## src/rtl/imem_dmem_arbiter.sv

```systemverilog
// ---------------------------------------------------------------------------
// imem_dmem_arbiter
// Shares one single-ported unified memory between the fetch stage (instruction
// reads) and the memory stage (loads/stores). Only one transaction is
// outstanding at a time. The data side wins arbitration, except that a
// starvation counter forces a fetch grant after STARVE_MAX consecutive data
// grants while fetch was waiting. A flush cancels the pending or just-granted
// fetch response. Data transactions are never affected by a flush.
//
// Ports
//   clk, rst_n                     clock (rising edge), async active-low reset
//   if_req/if_addr                 fetch read request, held until if_gnt
//   if_gnt/if_rvalid/if_rdata      fetch accept pulse, response pulse, data
//   flush                          redirect: drop the outstanding fetch response
//   d_req/d_we/d_be/d_addr/d_wdata data request (load or store), held until d_gnt
//   d_gnt/d_rvalid/d_rdata         data accept pulse, response/ack pulse, load data
//   mem_req/mem_we/mem_be/
//   mem_addr/mem_wdata             request towards the memory macro
//   mem_ready                      memory accepts the request this cycle
//   mem_rvalid/mem_rdata           memory response (read data or write ack)
// All outputs read 0 while rst_n is low.
// ---------------------------------------------------------------------------
module imem_dmem_arbiter #(
    parameter int ADDR_W     = 32,
    parameter int DATA_W     = 32,
    parameter int STARVE_MAX = 4
) (
    input  logic                  clk,
    input  logic                  rst_n,
    input  logic                  if_req,
    input  logic [ADDR_W-1:0]     if_addr,
    output logic                  if_gnt,
    output logic                  if_rvalid,
    output logic [DATA_W-1:0]     if_rdata,
    input  logic                  flush,
    input  logic                  d_req,
    input  logic                  d_we,
    input  logic [DATA_W/8-1:0]   d_be,
    input  logic [ADDR_W-1:0]     d_addr,
    input  logic [DATA_W-1:0]     d_wdata,
    output logic                  d_gnt,
    output logic                  d_rvalid,
    output logic [DATA_W-1:0]     d_rdata,
    output logic                  mem_req,
    output logic                  mem_we,
    output logic [DATA_W/8-1:0]   mem_be,
    output logic [ADDR_W-1:0]     mem_addr,
    output logic [DATA_W-1:0]     mem_wdata,
    input  logic                  mem_ready,
    input  logic                  mem_rvalid,
    input  logic [DATA_W-1:0]     mem_rdata
);

    localparam int BE_W  = DATA_W / 8;
    localparam int CNT_W = $clog2(STARVE_MAX + 1);
    localparam logic [CNT_W-1:0] STARVE_MAX_C = CNT_W'(STARVE_MAX);
    localparam logic [BE_W-1:0]  BE_ALL       = {BE_W{1'b1}};

    typedef enum logic [1:0] {
        ST_IDLE   = 2'd0,
        ST_BUSY_I = 2'd1,
        ST_BUSY_D = 2'd2
    } state_e;

    state_e             state_q, state_d;
    logic [CNT_W-1:0]   starve_q, starve_d;
    logic               drop_q, drop_d;

    logic               fetch_sel_s;
    logic               data_sel_s;
    logic               mem_req_s;
    logic               mem_we_s;
    logic [BE_W-1:0]    mem_be_s;
    logic [ADDR_W-1:0]  mem_addr_s;
    logic [DATA_W-1:0]  mem_wdata_s;
    logic               if_gnt_s;
    logic               d_gnt_s;
    logic               if_rvalid_s;
    logic               d_rvalid_s;

    // Saturating increment of the starvation counter.
    function automatic logic [CNT_W-1:0] starve_inc(input logic [CNT_W-1:0] cnt);
        if (cnt == STARVE_MAX_C) begin
            return cnt;
        end else begin
            return cnt + CNT_W'(1);
        end
    endfunction

    // Requester selection: data wins unless fetch has been starved long enough.
    always_comb begin
        fetch_sel_s = if_req & (~d_req | (starve_q == STARVE_MAX_C));
        data_sel_s  = d_req & ~fetch_sel_s;
    end

    // Next-state, counter, drop flag and output decode.
    always_comb begin
        state_d     = state_q;
        starve_d    = starve_q;
        drop_d      = drop_q;
        mem_req_s   = 1'b0;
        mem_we_s    = 1'b0;
        mem_be_s    = {BE_W{1'b0}};
        mem_addr_s  = {ADDR_W{1'b0}};
        mem_wdata_s = {DATA_W{1'b0}};
        if_gnt_s    = 1'b0;
        d_gnt_s     = 1'b0;
        if_rvalid_s = 1'b0;
        d_rvalid_s  = 1'b0;

        case (state_q)
            ST_IDLE: begin
                mem_req_s = if_req | d_req;
                if (fetch_sel_s) begin
                    mem_be_s   = BE_ALL;
                    mem_addr_s = if_addr;
                    if_gnt_s   = mem_ready;
                end else if (data_sel_s) begin
                    mem_we_s    = d_we;
                    // Reads always fetch the full word.
                    mem_be_s    = d_we ? d_be : BE_ALL;
                    mem_addr_s  = d_addr;
                    mem_wdata_s = d_wdata;
                    d_gnt_s     = mem_ready;
                end else begin
                    mem_addr_s = {ADDR_W{1'b0}};
                end

                if (if_gnt_s) begin
                    state_d  = ST_BUSY_I;
                    starve_d = {CNT_W{1'b0}};
                    // A flush in the grant cycle already targets this fetch.
                    drop_d   = flush;
                end else if (d_gnt_s) begin
                    state_d  = ST_BUSY_D;
                    starve_d = if_req ? starve_inc(starve_q) : {CNT_W{1'b0}};
                    drop_d   = 1'b0;
                end else if (!if_req) begin
                    starve_d = {CNT_W{1'b0}};
                    drop_d   = 1'b0;
                end else begin
                    starve_d = starve_q;
                    drop_d   = 1'b0;
                end
            end

            ST_BUSY_I: begin
                if (mem_rvalid) begin
                    // A flush arriving together with the response also kills it.
                    if_rvalid_s = ~drop_q & ~flush;
                    drop_d      = 1'b0;
                    state_d     = ST_IDLE;
                end else begin
                    drop_d = drop_q | flush;
                end
            end

            ST_BUSY_D: begin
                if (mem_rvalid) begin
                    d_rvalid_s = 1'b1;
                    state_d    = ST_IDLE;
                end else begin
                    state_d = ST_BUSY_D;
                end
            end

            default: begin
                state_d  = ST_IDLE;
                starve_d = {CNT_W{1'b0}};
                drop_d   = 1'b0;
            end
        endcase
    end

    // State, starvation counter and drop flag registers.
    always_ff @(posedge clk or negedge rst_n) begin
        if (!rst_n) begin
            state_q  <= ST_IDLE;
            starve_q <= {CNT_W{1'b0}};
            drop_q   <= 1'b0;
        end else begin
            state_q  <= state_d;
            starve_q <= starve_d;
            drop_q   <= drop_d;
        end
    end

    // Outputs are forced low while reset is held.
    assign mem_req   = rst_n & mem_req_s;
    assign mem_we    = rst_n & mem_we_s;
    assign mem_be    = rst_n ? mem_be_s    : {BE_W{1'b0}};
    assign mem_addr  = rst_n ? mem_addr_s  : {ADDR_W{1'b0}};
    assign mem_wdata = rst_n ? mem_wdata_s : {DATA_W{1'b0}};
    assign if_gnt    = rst_n & if_gnt_s;
    assign d_gnt     = rst_n & d_gnt_s;
    assign if_rvalid = rst_n & if_rvalid_s;
    assign d_rvalid  = rst_n & d_rvalid_s;
    assign if_rdata  = rst_n ? mem_rdata : {DATA_W{1'b0}};
    assign d_rdata   = rst_n ? mem_rdata : {DATA_W{1'b0}};

endmodule

```

## config.mk

```make
export PLATFORM = sky130hd
export DESIGN_NAME = imem_dmem_arbiter
export DESIGN_NICKNAME = d
export VERILOG_FILES = /design/src/rtl/imem_dmem_arbiter.sv
export SDC_FILE = /design/constraint.sdc
export NUM_CORES = 1
export LEC_CHECK = 0
export ABC_AREA = 1
export BUFFER_PORTS_ARGS = -buffer_cell sky130_fd_sc_hd__buf_4
export CAP_MARGIN = 5
export CORE_AREA = 2 2 108 110
export CTS_CLUSTER_SIZE = 16
export DETAILED_ROUTE_END_ITERATION = 12
export DIE_AREA = 0 0 110 112
export GPL_ROUTABILITY_DRIVEN = 1
export SYNTH_ARGS = -nofsm -noshare
export SYNTH_HDL_FRONTEND = slang
export SYNTH_SLANG_ARGS = --single-unit
```

## constraint.sdc

```tcl
create_clock -name clk -period 1.85 [get_ports clk]
set_input_delay 0.2775 -clock clk [delete_from_list [all_inputs] [get_ports clk]]
set_output_delay 0.2775 -clock clk [all_outputs]
set_load 0.02 [all_outputs]
```

==> results of run 1 <==
[sequential cells by signal, indices dropped and copies added (netlist names)]
register / cells
starve_q: 3
state_q: 2
drop_q: 1
[through the flow]
stage | setup slack [ns] | hold WS (ns) | std cells | utilization, % | area (um2)
2_1_floorplan | 0.0537 | -0.0181 | 357 | - | 1760
3_3_place_gp | -0.0687 | 0.103 | 733 | 33.9 | 3790
3_5_place_dp | -0.104 | 0.105 | 733 | 33.9 | 3790
4_1_cts | -0.220 | 0.414 | 754 | 39.8 | 4450
5_1_grt | -0.302 | 0.457 | 760 | 44.4 | 4960
6_report | -0.231 | 0.427 | 760 | 44.4 | 4960
[cell type report]
class,count,area (um2)
repair buffers,311,2780
multi-input cells,249,1590
well taps,143,179
flip-flops and latches,6,150
clock buffers,3,75.1
fillers,1118,6220
inverters,48,180
[report_power, final]
part	internal [uW]	total (uW)	switching, uW
Clock	277	348	70.9
Sequential	164	190	26.5
Combinational	971	2130	1160
Total	1410	2670	1250
[timing repair]
item | CTS | global route
gates cloned | 6 | 6
hold buffers | 1 | 0
buffers inserted | 12 | 3
setup endpoints to repair | 67 | 72
gates resized for setup | 97 | 110
hold endpoints to repair | 6 | 0
pin swaps | 20 | 22
[worst paths after layout]
check | startpoint | end | cells past startpoint | slack, ns
max | starve_q[0]$_DFFE_PN0P_ | mem_addr[30] | 11 | -0.23
min | flush | drop_q$_DFFE_PN0N_ | 5 | 0.43
max reg2reg | starve_q[0]$_DFFE_PN0P_ | state_q[1]$_DFFE_PN0P_ | 11 | 0.26
min reg2reg | drop_q$_DFFE_PN0N_ | drop_q$_DFFE_PN0N_ | 2 | 0.48
max in group asynchronous | rst_n | starve_q[2]$_DFFE_PN0P_ | 2 | 1.12
min in group asynchronous | rst_n | state_q[0]$_DFFE_PN0P_ | 2 | 0.51
[cell usage in the layout (no fill, tap or decap), drive strengths merged]
master,n
dlygate4sd3,1
o21bai,1
nor3,4
ha,5
a21oi,41
clkbuf,8
xnor2,1
dfrtp,6
nor2,40
buf,305
nand3,1
o22ai,1
nand4,2
inv,48
nand2,143
or2,1
o21ai,9
[logic make-up after synthesis]
logic type	Yosys count	synth area share [%]
AOI/OAI and AO/OA	52	15.6
DFF	6	8.53
buffers and inverters	102	30.1
and+or+nand+nor	191	41.6
adders and majority gates	5	3.55
xor gates and xnor gates	1	0.498
[worst min-delay path, stage by stage]
cell      delay (ns)
buf_4           0.11
inv_1           0.04
o21bai_1        0.07
nand2_1         0.06
nand2_1         0.04
[layer usage]
metal / track usage, % / vias up
li1: - / 1566
met1: 14.7 / 1466
met2: 30.9 / 177
met3: 2.75 / 10
met4: 3.54 / 0
met5: 0 / -
==> run summary, run 1 <==
Status - finished, violations left
Failing checks - setup timing
DRC violations left - 0
Seq/Total Area, Yosys - 8.53%
HPWL after detailed placement - 7400 um
Worst-path clk slew - 0.03 ns
Maximum VDD drop - 272 uV
DR vias - 3219
Commonest cells in the netlist - nand2_1 (143), inv_1 (47), a21oi_1 (40)
Buffer depth of the longest clock path - 2
GRT overflow - 0
Met3 WL - 955 um
Avg WL per Cell - 14.4 um
CTS tree - done
Slowest CP cell - dfrtp_1
HP Class - in -> reg
EDFF count, synth - 0
GPL Wtd Cong - 0.748
Critical path's largest stage delay - 0.38 ns
DRT iter0 DRCs - 53
Final Hold Fails - 0
Worst slew pin tran - 0.338 ns
Initial antenna violation count - 0
Setup crit start kind - flip-flop
Post-route ant nets - 0
Fin Setup TNS - -10.86 ns
WL final - 11000 um
Crit-path max FO - 8
Post-synth top area share - 30.5%
Max Fclk - 0.480 GHz
Final min period - 2.08 ns
Layout cells sized above 1 - 70.5%
Critical Path RT - 1.57 ns
Initial core utilization - 15.8%
TritonCTS Buffers - 3
Final Max Tran Viols - 0
Width of the chip - 110 um
Die area - 12300 um2
Skew-Pair Late Insertion Delay - 0.23 ns
Yosys cell types - 21
Post-Syn Instances - 357
Syn. warnings - 0
Netlist Area Pre-Place - 1760 um2
Top-count cell post-synth - nand2_1
Core Box Area - 11200 um2
Clk_skew - 0.000819 ns
Pre-antenna DRT Iters - 4
Cell Rows - 39
Root Driver - clkbuf_16
Die H - 112 um
Fin nets - 764
Total Power - 2670 uW
Clk sink count - 6
Vias in the first global route - 3176
Final Setup Violations - 67
Ys flop type - dfrtp_1
Synth area leaders - nand2_1 (30%), buf_4 (15%), a21oi_1 (11%), inv_1 (10%), dfrtp_1 (8.5%)
Htree depth - 1
Crit path max-delay family - buffers and inverters
Critical setup path kind - reg -> out
Power per standard cell area - 538 nW/um2
Pin count of the biggest net entering global routing - 46
Global-route wire length before repair - 14600 um
Asr flop ratio synth - 100%
Syn Area/Cell - 4.93 um2
Yosys top cell by area - nand2_1
Max-capacitance violation count - 0
WL met1 - 3870 um
CP Buf/Inv Count - 5
Yosys reg bits - 6
Post-route setup slack - -0.231 ns
Boundary pin count - 278
DR WL met2 - 5960 um
Post-Syn Nets - 502
Period utilization - 112%
All-Layer GR Usage - 15.0%
Ant diodes - 0
Critical path, cell by cell - inv_2 -> ha_4 -> nand2_4 -> a21oi_4 -> nor2_4 -> buf_6 -> buf_12 -> clkbuf_16 -> nand2_1 -> a21oi_1 -> buf_4
RSZ-0062 raised after global routing - yes
Highest metal layer with signal wires - met4
Worst EP arrival - 1.80 ns
Port bufs - 277
Worst slew margin - 77.4%
DR vias/cell - 4.24
Worst setup EP type - output pin
Layout area overhead - 182%
Pleak - 0.00275 uW
Power figures use the tool's default switching activity.
==> run 2, diff against run 1 <==
==> config.mk (replaced) <==
export PLATFORM = sky130hd
export DESIGN_NAME = imem_dmem_arbiter
export DESIGN_NICKNAME = d
export VERILOG_FILES = /design/src/rtl/imem_dmem_arbiter.sv
export SDC_FILE = /design/constraint.sdc
export NUM_CORES = 1
export LEC_CHECK = 0
export ABC_AREA = 1
export CAP_MARGIN = 5
export CORE_AREA = 2 2 107 109
export CTS_CLUSTER_SIZE = 16
export DETAILED_ROUTE_END_ITERATION = 12
export DIE_AREA = 0 0 109 111
export DONT_BUFFER_PORTS = 1
export GPL_ROUTABILITY_DRIVEN = 0
export SYNTH_ARGS = -nofsm -noshare
export SYNTH_HDL_FRONTEND = slang
export SYNTH_SLANG_ARGS = --single-unit
==> run summary, run 2 (synthesis results as in run 1) <==
Status - finished, violations left
Failing checks - setup timing
Most common cell after layout, fill and taps aside - nand2_1
Slowest CP cell - dfrtp_1
Worst slew margin - 65.3% (-12 points)
Critical path's largest stage delay - 0.37 ns (about the same)
CP Buf/Inv Count - 5 (unchanged)
Pin count of the biggest net entering global routing - 56 (+22%)
Layout area overhead - 88.3%
Layout filler cell count - 1127 (+0.81%)
Final Setup Violations - 65 (-3.0%)
Worst EP arrival - 1.78 ns (-0.02 ns)
Largest registers - starve_q (3), state_q (2), drop_q (1)
Vias in the first global route - 2105 (-34%)
Die H - 111 um (-0.89%)
Worst setup EP type - output pin
Avg WL per Cell - 17.1 um (+19%)
Global-route wire length before repair - 10900 um (-26%)
WL final - 9450 um (-14%)
DRT iter0 DRCs - 119 (+120%)
Root Driver - clkbuf_16
Core Box Area - 11100 um2 (-0.87%)
HPWL after detailed placement - 5760 um (-22%)
DR vias/cell - 4.46 (+5.3%)
Fin Setup TNS - -10.18 ns (+0.674 ns)
FF-to-FF path depth - 12 (+1)
Pleak - 0.00164 uW (-40%)
DR vias - 2466 (-23%)
Power per standard cell area - 683 nW/um2 (+27%)
Clk_skew - 0.000775 ns (-0.0000439 ns)
Multi-input logic area - 1550 um2 (-2.7%)
Worst-path clk slew - 0.03 ns (about the same)
Buffer depth of the longest clock path - 2 (unchanged)
GRT overflow - 0 (unchanged)
Max-capacitance violation count - 0 (unchanged)
HP Class - in -> reg
Ant diodes - 0 (unchanged)
Layout cells sized above 1 - 54.4% (-16 points)
Crit-path max FO - 7 (-1)
Setup crit start kind - flip-flop
Largest register FFs - 3 (unchanged)
TritonCTS Buffers - 3 (unchanged)
Boundary pin count - 278 (unchanged)
Top reg by flops - starve_q
Most numerous cell on the critical path - buf_12
Htree depth - 1 (unchanged)
DRC violations left - 0 (unchanged)
FF-to-FF Start - starve_q[0]$_DFFE_PN0P_
Critical path, cell by cell - inv_2 -> ha_4 -> nand2_4 -> a21oi_4 -> nor2_4 -> buf_12 -> buf_12 -> buf_16 -> nand2_1 -> a21oi_2 -> buf_4
Clk sink count - 6 (unchanged)
FF/Latch Area - 150 um2 (unchanged)
Final Max Tran Viols - 0 (unchanged)
Post-route setup slack - -0.207 ns (+0.0240 ns)
Initial antenna violation count - 0 (unchanged)
Initial core utilization - 15.9% (+0.14 points)
Final Cell Area - 3320 um2 (-33%)
RSZ-0062 raised after global routing - yes
Worst setup path endpoint - mem_addr[15]
CTS tree - done
Final Hold Fails - 0 (unchanged)
Crit path max-delay family - buffers and inverters
Critical setup path kind - reg -> out
Final min period - 2.06 ns (-0.0240 ns)
Period utilization - 111% (-1.3 points)
Pre-antenna DRT Iters - 4 (unchanged)
Skew-Pair Late Insertion Delay - 0.23 ns (about the same)
Critical Path Start - starve_q[0]$_DFFE_PN0P_
DP Area - 2240 um2 (-41%)
Die area - 12100 um2 (-1.8%)
Most frequent cells in the layout - nand2_1 (87), buf_4 (52), inv_1 (42), nand2_2 (40), buf_6 (34)
All-Layer GR Usage - 11.7% (-3.3 points)
Fin nets - 557 (-27%)
Reg-to-reg critical path endpoint - state_q[1]$_DFFE_PN0P_
Port bufs - 0 (-100%)
Cell Rows - 39 (unchanged)
Reg2reg setup slack - 0.21 ns (-0.05 ns)
Width of the chip - 109 um (-0.91%)
CP Depth - 11 (unchanged)
Worst slew pin tran - 0.519 ns (+0.181 ns)
Max Fclk - 0.486 GHz (+1.2%)
Post-route ant nets - 0 (unchanged)
Maximum VDD drop - 277 uV (+1.8%)
Critical Path RT - 1.57 ns (about the same)
-- run 2: report_power, final --
group	internal, uW	total (uW)	switching (uW)
sequential	164	188	23.7
clock	277	345	67.8
combinational	674	1730	1060
total	1110	2260	1150
-- run 2: metal layers --
metal  wire length, um  track usage (%)  vias to the layer above
met4               358             4.36                        0
met3               925             3.00                       35
met2              5070             23.2                      193
li1                  -                -                     1147
met1              3100             11.2                     1091
met5                 0                0                        -
-- run 2: worst min path at each step --
stage               from                       to  slack (ns)  cells past startpoint
3_5_place_dp       rst_n  starve_q[0]$_DFFE_PN0P_       -0.02                      0
3_3_place_gp       rst_n  starve_q[0]$_DFFE_PN0P_       -0.02                      0
5_1_grt        mem_ready   state_q[0]$_DFFE_PN0P_        0.32                      2
6_report       mem_ready   state_q[0]$_DFFE_PN0P_        0.29                      2
4_1_cts        mem_ready   state_q[0]$_DFFE_PN0P_        0.27                      2
2_1_floorplan      rst_n       drop_q$_DFFE_PN0N_       -0.02                      0
-- run 2: layout make-up --
cell class / count / share of cell area (%)
multi-input cells: 249 / 46.8
well taps: 143 / 5.40
inverters: 48 / 5.51
repair buffers: 104 / 35.5
clock buffers: 3 / 2.26
flip-flops and latches: 6 / 4.53
-- run 2: per-stage QoR --
step / hold WS [ns] / utilization (%) / std cells / power [uW] / setup slack, ns
2_1_floorplan: -0.0181 / - / 357 / 1070 / 0.0537
4_1_cts: 0.275 / 24.6 / 547 / 1930 / -0.214
5_1_grt: 0.315 / 29.9 / 553 / 2410 / -0.298
3_3_place_gp: -0.0172 / 20.2 / 527 / 1410 / 0.0452
3_5_place_dp: -0.0172 / 20.2 / 527 / 1410 / 0.0160
6_report: 0.286 / 29.9 / 553 / 2260 / -0.207
-- run 2: timing repair --
action,CTS,global route
hold endpoints to repair,6,0
pin swaps,6,24
hold buffers,1,0
resized for setup,42,141
setup endpoints to repair,69,72
buffers inserted,10,2
cloned,6,5
-- run 2: worst reg2reg max path: cells and delay by family, from the launching register on --
kind / cells / cell delay [ns]
buffers and inverters: 5 / 0.58
AOI/OAI and AO/OA: 2 / 0.24
and+or+nand+nor: 4 / 0.20
DFF: 1 / 0.37
adders and majority gates: 1 / 0.14
==> run 3, diff against run 2 <==
--- a/config.mk
+++ b/config.mk
@@ -5,12 +5,11 @@
 export SDC_FILE = /design/constraint.sdc
 export NUM_CORES = 1
 export LEC_CHECK = 0
-export ABC_AREA = 1
 export CAP_MARGIN = 5
-export CORE_AREA = 2 2 107 109
+export CORE_AREA = 2 2 106 108
 export CTS_CLUSTER_SIZE = 16
 export DETAILED_ROUTE_END_ITERATION = 12
-export DIE_AREA = 0 0 109 111
+export DIE_AREA = 0 0 108 110
 export DONT_BUFFER_PORTS = 1
 export GPL_ROUTABILITY_DRIVEN = 0
 export SYNTH_ARGS = -nofsm -noshare
==> run summary, run 3 <==
Seq/Total Area, Yosys - 8.11% (-0.42 points)
Final Max Tran Viols - 0 (unchanged)
HPWL after detailed placement - 5950 um (+3.2%)
Core Box Area - 10700 um2 (-3.4%)
Top reg by flops - starve_q
WL final - 9340 um (-1.2%)
GRT overflow - 0 (unchanged)
Worst EP arrival - 1.64 ns (-0.14 ns)
Clk sink count - 6 (unchanged)
Port bufs - 0 (unchanged)
Syn. warnings - 0 (unchanged)
Buffer depth of the longest clock path - 2 (unchanged)
Post-Syn Instances - 288 (-19%)
Syn Area/Cell - 6.43 um2 (+30%)
Failing checks - setup timing
EDFF count, synth - 0 (unchanged)
DR vias - 2202 (-11%)
All-Layer GR Usage - 13.1% (+1.3 points)
Vias in the first global route - 2086 (-0.90%)
Boundary pin count - 278 (unchanged)
Maximum VDD drop - 293 uV (+5.7%)
Synth area leaders - and2_1 (23%), buf_4 (13%), nand4_1 (11%), nand3_1 (9.2%), dfrtp_1 (8.1%)
Yosys reg bits - 6 (unchanged)
Status - finished, violations left
Period utilization - 103% (-7.8 points)
Initial antenna violation count - 0 (unchanged)
Netlist Area Pre-Place - 1850 um2 (+5.1%)
Fin nets - 424 (-24%)
Layout cells sized above 1 - 46.6% (-7.8 points)
Cells after DPL - 388 (-26%)
Ant diodes - 0 (unchanged)
Yosys cell types - 31 (+48%)
Avg WL per Cell - 22.4 um (+31%)
Root Driver - clkbuf_8
Setup crit start kind - flip-flop
Most frequent cells in the layout - and2_4 (37), and2_1 (33), nand4_1 (33), nand3_1 (32), o21ai_4 (25)
Global-route wire length before repair - 11600 um (+7.1%)
CP Depth - 6 (-5)
Pleak - 0.00101 uW (-39%)
Worst slew margin - 70.1% (+4.9 points)
DR vias/cell - 5.28 (+18%)
Cell Rows - 38 (-2.6%)
Max-capacitance violation count - 0 (unchanged)
Worst setup EP type - output pin
Layout area overhead - 46.7%
FF-to-FF path depth - 6 (-6)
Final Hold Fails - 0 (unchanged)
Yosys top cell by area - and2_1
Die area - 11900 um2 (-1.8%)
Crit path max-delay family - compound AO/OA/AOI/OAI gates
Post-route setup slack - -0.0628 ns (+0.144 ns)
WHS Path Cells - 2 (unchanged)
Clk_skew - 0.000639 ns (-0.000136 ns)
TritonCTS Buffers - 3 (unchanged)
Asr flop ratio synth - 100% (unchanged)
RSZ-0062 raised after global routing - yes
Width of the chip - 108 um (-0.92%)
CP Buf/Inv Count - 2 (-3)
Pre-antenna DRT Iters - 4 (unchanged)
Worst-path clk slew - 0.04 ns (about the same)
Htree depth - 1 (unchanged)
Final std cells w/o fill - 417 (-25%)
Max Fclk - 0.523 GHz (+7.6%)
Final Setup Violations - 41 (-37%)
Top-count cell post-synth - and2_1
Initial core utilization - 17.3% (+1.4 points)
Critical path's largest stage delay - 0.35 ns (-0.02 ns)
Final min period - 1.91 ns (-0.144 ns)
Largest register FFs - 3 (unchanged)
Post-route ant nets - 0 (unchanged)
Commonest cells in the netlist - and2_1 (68), nand3_1 (34), buf_4 (33), nand4_1 (33), o21ai_1 (30)
Total Power - 2150 uW (-5.0%)
Skew-Pair Late Insertion Delay - 0.22 ns (about the same)
Fin Setup TNS - -1.06 ns (+9.12 ns)
Post-Syn Nets - 433 (-14%)
Critical Path RT - 1.57 ns (about the same)
Worst slew pin tran - 0.451 ns (-0.0682 ns)
Post-synth top area share - 23.0% (-7.5 points)
Die H - 110 um (-0.90%)
Crit-path max FO - 5 (-2)
Pin count of the biggest net entering global routing - 45 (-20%)
Slowest CP cell - dfrtp_1
HP Class - in -> reg
Critical setup path kind - reg -> out
Most common cell after layout, fill and taps aside - and2_4
DRT iter0 DRCs - 209 (+76%)
Critical path, cell by cell - inv_2 -> ha_4 -> a21bo_4 -> and2_4 -> buf_4 -> o21ai_2
Power per standard cell area - 792 nW/um2 (+16%)
CTS tree - done
DRC violations left - 0 (unchanged)
Ys flop type - dfrtp_1
Largest registers - starve_q (3), state_q (2), drop_q (1)
[run 3: per-layer routing]
| layer | track usage (%) | up-vias | part of all wire [%] |
|---|---|---|---|
| met5 | 0 | - | 0 |
| met4 | 3.02 | 0 | 0.59 |
| met3 | 2.82 | 2 | 7.9 |
| met2 | 24.3 | 178 | 53 |
| met1 | 15.3 | 1063 | 38 |
| li1 | - | 959 | - |
[run 3: layout make-up]
cell class / instances / area [um2]
repair buffers: 46 / 574
clock buffers: 3 / 41.3
flip-flops and latches: 6 / 150
inverters: 7 / 26.3
fillers: 1176 / 7980
multi-input cells: 215 / 1750
well taps: 140 / 175
[run 3: cells by family (layout without fill, tap and decap cells)]
| group | count (synthesis) | after routing | synth area share [%] |
|---|---|---|---|
| compound gates | 55 | 55 | 16.6 |
| fa+ha+maj | 5 | 5 | 3.38 |
| buf+inv | 68 | 56 | 22.6 |
| flops | 6 | 6 | 8.11 |
| mux | 1 | 1 | 0.541 |
| simple gates | 153 | 154 | 48.7 |
[run 3: repair_timing]
item / 4_1_cts / 5_1_grt
endpoints found under the hold margin: 6 / 0
hold buffers: 1 / 0
buffers inserted: 11 / 9
gates resized for setup: 97 / 34
pin swaps: 35 / 30
gates cloned: 6 / 3
endpoints found under the setup margin: 71 / 71
[run 3: worst paths after layout]
kind                                         start                       to  slack, ns
setup / recovery           starve_q[0]$_DFFE_PN0P_             mem_addr[11]      -0.06
hold / removal                           mem_ready   state_q[0]$_DFFE_PN0P_       0.23
setup reg to reg           starve_q[0]$_DFFE_PN0P_   state_q[1]$_DFFE_PN0P_       0.26
hold reg to reg                 drop_q$_DFFE_PN0N_       drop_q$_DFFE_PN0N_       0.54
max in group asynchronous                    rst_n       drop_q$_DFFE_PN0N_       1.18
min in group asynchronous                    rst_n  starve_q[1]$_DFFE_PN0P_       0.41
[run 3: per-stage QoR]
| stage | instance area [um2] | hold slack, ns | worst slack, ns | utilization, % |
|---|---|---|---|---|
| floorplan | 1960 | -0.0181 | -0.0540 | - |
| global placement | 1930 | -0.0172 | 0.0330 | 18.0 |
| detailed placement | 1930 | -0.0174 | -0.0475 | 18.0 |
| CTS | 2500 | 0.218 | -0.136 | 23.4 |
| global route | 2720 | 0.219 | -0.128 | 25.4 |
| finish | 2720 | 0.225 | -0.0628 | 25.4 |
[run 3: power by group]
group          internal [uW]  switching, uW  leakage [uW]
sequential               165           22.1     0.0000803
combinational            757           1010      0.000906
clock                    140           58.0     0.0000216
